$ cat src/rtl/fir_serializer.sv
// fir_serializer: FIFO-buffered parallel-to-serial output stage, LSB first, valid/ready on both sides
module fir_serializer #(
  parameter int DATA_WIDTH = 16,
  parameter int FIFO_DEPTH = 4
) (
  input  logic                          i_clk,
  input  logic                          i_rst_n,
  input  logic                          i_en,
  input  logic [DATA_WIDTH-1:0]         i_word,
  input  logic                          i_word_valid,
  output logic                          o_word_ready,
  output logic                          o_dout,
  output logic                          o_dout_valid,
  input  logic                          i_ready,
  output logic [$clog2(FIFO_DEPTH):0]   o_level
);
  localparam int PW = $clog2(FIFO_DEPTH);
  localparam int LW = PW + 1;
  localparam int CW = $clog2(DATA_WIDTH);
  typedef enum logic {IDLE, SHIFT} state_t;
  state_t state;
  logic [DATA_WIDTH-1:0] mem [FIFO_DEPTH];
  logic [DATA_WIDTH-1:0] shift_reg;
  logic [PW-1:0] wr_ptr, rd_ptr;
  logic [CW-1:0] cnt;
  logic push, pop, xfer, last;
  logic [LW-1:0] level_nxt;
  assign o_dout = shift_reg[0];
  // handshake qualifiers; a pop only happens when the shifter is free or finishing its last bit
  always_comb begin
    push      = i_en && i_word_valid && o_word_ready;
    xfer      = i_en && o_dout_valid && i_ready;
    last      = xfer && cnt == CW'(DATA_WIDTH - 1);
    pop       = i_en && o_level != '0 && (state == IDLE || last);
    level_nxt = o_level + LW'(push) - LW'(pop);
  end
  // word storage, written on an accepted push
  always_ff @(posedge i_clk) begin
    if (push) mem[wr_ptr] <= i_word;
  end
  // pointers, level, registered ready, and the shifter FSM
  always_ff @(posedge i_clk or negedge i_rst_n) begin
    if (!i_rst_n) begin
      state        <= IDLE;
      shift_reg    <= '0;
      cnt          <= '0;
      wr_ptr       <= '0;
      rd_ptr       <= '0;
      o_level      <= '0;
      o_word_ready <= 1'b1;
      o_dout_valid <= 1'b0;
    end else if (i_en) begin
      if (push) wr_ptr <= wr_ptr + 1'b1;
      if (pop) rd_ptr <= rd_ptr + 1'b1;
      o_level      <= level_nxt;
      o_word_ready <= level_nxt != LW'(FIFO_DEPTH);
      if (pop) begin
        shift_reg    <= mem[rd_ptr];
        cnt          <= '0;
        state        <= SHIFT;
        o_dout_valid <= 1'b1;
      end else if (xfer) begin
        shift_reg <= shift_reg >> 1;
        cnt       <= last ? '0 : cnt + 1'b1;
        if (last) begin
          state        <= IDLE;
          o_dout_valid <= 1'b0;
        end
      end
    end
  end
endmodule

$ cat config.mk
export PLATFORM = sky130hd
export DESIGN_NAME = fir_serializer
export DESIGN_NICKNAME = d
export VERILOG_FILES = /design/src/rtl/fir_serializer.sv
export SDC_FILE = /design/constraint.sdc
export NUM_CORES = 1
export LEC_CHECK = 0
export CAP_MARGIN = 10
export CORE_AREA = 2 2 98 100
export CTS_CLUSTER_SIZE = 28
export DETAILED_ROUTE_END_ITERATION = 10
export DIE_AREA = 0 0 100 102
export PLACE_DENSITY = 0.71
export SLEW_MARGIN = 20
export SYNTH_ARGS = -nofsm -noshare
export SYNTH_HDL_FRONTEND = slang
export SYNTH_SLANG_ARGS = --single-unit
export TNS_END_PERCENT = 20
$ cat constraint.sdc
create_clock -name i_clk -period 3.4 [get_ports i_clk]
set_input_delay 0.68 -clock i_clk [delete_from_list [all_inputs] [get_ports i_clk]]
set_output_delay 0.68 -clock i_clk [all_outputs]
set_load 0.01 [all_outputs]
==> impl_table.tex <==
\begin{tabular}{lr}
\hline
Metric & Value \\
\hline
\multicolumn{2}{l}{\textbf{Global route}} \\
\quad Number of antenna violations at the first check in global routing & 0 \\
\quad Largest net degree at the start of global routing & 30 \\
\quad Combined global-route utilization of all metal layers & 0.1378 \\
\quad Gr ovfl total & 0 \\
\quad Number of global-route vias before repair & 2,000 \\
\quad First-pass GRT wire length & 10,160 um \\
\multicolumn{2}{l}{\textbf{Finish}} \\
\quad Final nets & 274 \\
\quad Seq. cell area & 2649 um\^{}2 \\
\quad Fill cell total of the finished layout & 749 \\
\quad Area growth from synthesis to layout & 15.34\% \\
\quad Final standard cell utilization of the core & 0.4988 \\
\quad Layout cells sized above 1 & 0.2440 \\
\quad Max FFs per register & 64 \\
\quad Multi-input combinational cell area & 1172 um\^{}2 \\
\quad Final design instance area without fill & 4543 um\^{}2 \\
\quad Inserted Diodes & 0 \\
\multicolumn{2}{l}{\textbf{CTS}} \\
\quad Clock latency reported for the late side of the worst-skew pair & 0.35 ns \\
\quad CTS buffer count & 9 \\
\quad Hold buffer count at cts & 0 \\
\quad Clock tree sinks & 93 \\
\quad TritonCTS clock tree & done \\
\quad Bufs on Longest Clock Path & 2 \\
\quad Number of instances resized during post-cts repair & 0 \\
\quad \# H-tree levels & 3 \\
\quad Clock Root Buffer & clkbuf\_8 \\
\quad Clk pin slew, worst setup/hold paths & 0.09 ns \\
\quad Post-CTS Setup Inserts & 0 \\
\multicolumn{2}{l}{\textbf{Drt}} \\
\quad Initial DRC count & 71 \\
\quad Detailed-route wire length per cell & 17.40 um \\
\quad Detail Route Antenna Nets & 0 \\
\quad Total routed wirelength & 6280 um \\
\quad Pre-antenna DRT Iters & 4 \\
\quad Routed vias & 1,873 \\
\quad Number of DRC violations after detailed routing & 0 \\
\quad Vias per cell & 5.188 \\
\multicolumn{2}{l}{\textbf{Worst hold path}} \\
\quad Worst hold endpoint & cnt[3] \\
\quad Min-Delay Path Depth & 1 \\
\quad Classification of the worst-slack hold path & reg2reg \\
\quad Origin of the worst min-delay path & cnt[3] \\
\multicolumn{2}{l}{\textbf{Synth}} \\
\quad Flop and latch count out of synthesis & 93 \\
\quad Count of warnings emitted by yosys & 0 \\
\quad Total standard cell area after synthesis & 3939 um\^{}2 \\
\quad Number of nets produced by synthesis & 238 \\
\quad Mapped Avg Cell Area & 18.85 um\^{}2 \\
\quad Cell count after synthesis & 209 \\
\quad Synth unique cells & 36 \\
\quad Sequential cell area fraction in the yosys report & 0.6725 \\
\multicolumn{2}{l}{\textbf{Power}} \\
\quad Leakage power summed over all cells & 1.705 nW \\
\quad Worst IR Drop VDD & 0.2426 mV \\
\quad Cell area power density & 703.5 nW/um\^{}2 \\
\multicolumn{2}{l}{\textbf{Die}} \\
\quad Die Ht & 102 um \\
\quad Area of the die & 10,200 um\^{}2 \\
\quad Initial Utilization & 0.4324 \\
\quad I/O Pins & 27 \\
\quad Die width & 100 um \\
\quad Number of cell rows & 35 \\
\quad Core Footprint & 9109 um\^{}2 \\
\multicolumn{2}{l}{\textbf{Placement}} \\
\quad Pre-CTS setup slack & 0.2772 ns \\
\quad Total of buffers placed on input and output ports & 26 \\
\quad Global placement routability congestion & 0.7642 \\
\quad Placed inst area & 4318 um\^{}2 \\
\quad Dpl hpwl & 3838 um \\
\multicolumn{2}{l}{\textbf{Setup path}} \\
\quad Data arrival time of the critical path & 3.06 ns \\
\quad Endpoint class of the critical path & flip-flop \\
\quad Largest driver fanout on the critical path & 6 \\
\quad Start of the worst register-to-register path & cnt[0] \\
\quad Worst Setup Path Type & in2reg \\
\quad Critical register-to-register path endpoint & o\_word\_ready \\
\quad R2r setup slk & 0.89 ns \\
\quad CP startpoint kind & primary input \\
\quad Worst Path Required & 3.68 ns \\
\quad Length in cells of the worst reg-to-reg path & 10 \\
\multicolumn{2}{l}{\textbf{Timing}} \\
\quad Clock period minus worst slack & 2.783 ns \\
\quad Max Clock Skew & 0.008850 ns \\
\quad Final Hold Fails & 0 \\
\quad Smallest hold slack & 0.5262 ns \\
\quad Total negative slack & 0 ns \\
\quad Final worst-path setup slack & 0.6173 ns \\
\quad Unrepaired setup endpoints after global routing & no \\
\quad Count of final setup violators & 0 \\
\quad Slew at the pin closest to its max-slew limit & 0.8192 ns \\
\quad Final-report max-slew violation count & 0 \\
\quad Top achievable clock speed & 0.3594 GHz \\
\quad Fraction of the cycle the final worst path needs & 0.8184 \\
\quad Headroom to the max-slew limit & 0.4539 \\
\multicolumn{2}{l}{\textbf{Job}} \\
\quad \# Max-Cap Violations & 0 \\
\multicolumn{2}{l}{\textbf{Outcome}} \\
\quad Result of the run & finished clean \\
\hline
\end{tabular}
[final cells by class]
class,instances,share of cell area
multi-input cells,98,0.2581
clock buffers,11,0.03112
inverters,8,0.006610
well taps,111,0.03057
flip-flops and latches,93,0.5830
repair buffers,35,0.07216
clock inverters,5,0.01845
[where the power goes]
part | total, mW | switching, mW | leakage, nW | internal (mW)
Clock | 0.802 | 0.367 | 0.106 | 0.435
Combinational | 0.814 | 0.329 | 0.655 | 0.485
Sequential | 1.58 | 0.152 | 0.944 | 1.43
[Yosys cell counts]
cell	number	area [um^2]
clkbuf_1	1	3.750
and2_1	4	25.02
nand3_2	1	10.01
buf_12	1	20.02
a21oi_2	1	8.760
fa_1	1	20.02
inv_1	8	30.03
buf_6	3	33.78
buf_2	3	15.01
o21ba_2	1	10.01
mux2_1	7	78.83
dfrtp_1	28	700.7
xnor2_1	5	43.79
nor2_1	4	15.01
buf_4	2	15.01
o31ai_2	1	12.51
nand3_1	2	10.01
xor2_1	2	17.52
mux2i_1	2	20.02
mux2_4	11	165.2
dfstp_2	1	26.28
ha_1	7	87.58
a211oi_1	1	7.510
a21oi_1	2	10.01
a311oi_1	1	8.760
or3b_1	1	8.760
nand4_1	2	12.51
o21ai_0	3	15.01
nand2_1	7	26.28
o32a_1	1	10.01
mux4_1	8	210.2
mux2_2	13	146.4
mux4_2	8	180.2
nand2b_1	1	6.260
and3_1	1	6.260
edfxtp_1	64	1922
[metrics by stage]
| stage | cells | power [mW] |
|---|---|---|
| global placement | 345 | 2.407 |
| detailed placement | 345 | 2.436 |
| floorplan | 209 | 2.209 |
| finish | 361 | 3.196 |
| CTS | 361 | 3.242 |
| global route | 361 | 3.391 |
[cells in the final DEF (no fill, tap or decap), drive strengths merged, types with 2 or more instances in the layout]
cell type,Yosys,routed
edfxtp,64,64
mux2,31,31
dfrtp,28,28
clkdlybuf4s50,0,26
mux4,16,16
clkbuf,1,11
buf,9,9
inv,8,8
nand2,7,7
ha,7,7
xnor2,5,5
and2,4,4
nor2,4,4
o21ai,3,3
nand3,3,3
a21oi,3,3
nand4,2,2
mux2i,2,2
xor2,2,2
bufinv,0,2
clkinvlp,0,2
[worst max-delay path by stage]
stage / start / endpoint / cells past startpoint
global route: i_en / o_word_ready / 10
global placement: i_en / o_word_ready / 10
finish: i_en / o_word_ready / 10
detailed placement: i_en / o_word_ready / 10
floorplan: i_en / o_word_ready / 11
CTS: i_en / o_word_ready / 10
[per-layer routing]
metal / wire length [um] / GRT usage
met3: 132 / 0.02873
met2: 3194 / 0.2328
met4: 82 / 0.06955
met1: 2870 / 0.1697
met5: 0 / 0
[logic make-up (layout without fill, tap and decap cells)]
kind of cell | count (synthesis) | count (layout) | share of synthesized area
buf+inv | 18 | 59 | 0.02986
mux | 49 | 49 | 0.2033
flops | 93 | 93 | 0.6725
simple gates | 23 | 23 | 0.03050
compound gates | 11 | 11 | 0.02097
xor+xnor | 7 | 7 | 0.01557
fa+ha+maj | 8 | 8 | 0.02732
[critical path, cell delays in order]
cell and delay, ns:
clkdlybuf4s50_1 0.60, and3_1 0.23, inv_1 0.05, ha_1 0.26, inv_1 0.03, ha_1 0.19
fa_1 0.38, xnor2_1 0.22, xnor2_1 0.10, o32a_1 0.33
Note: power is estimated with default switching activity, not from simulation.
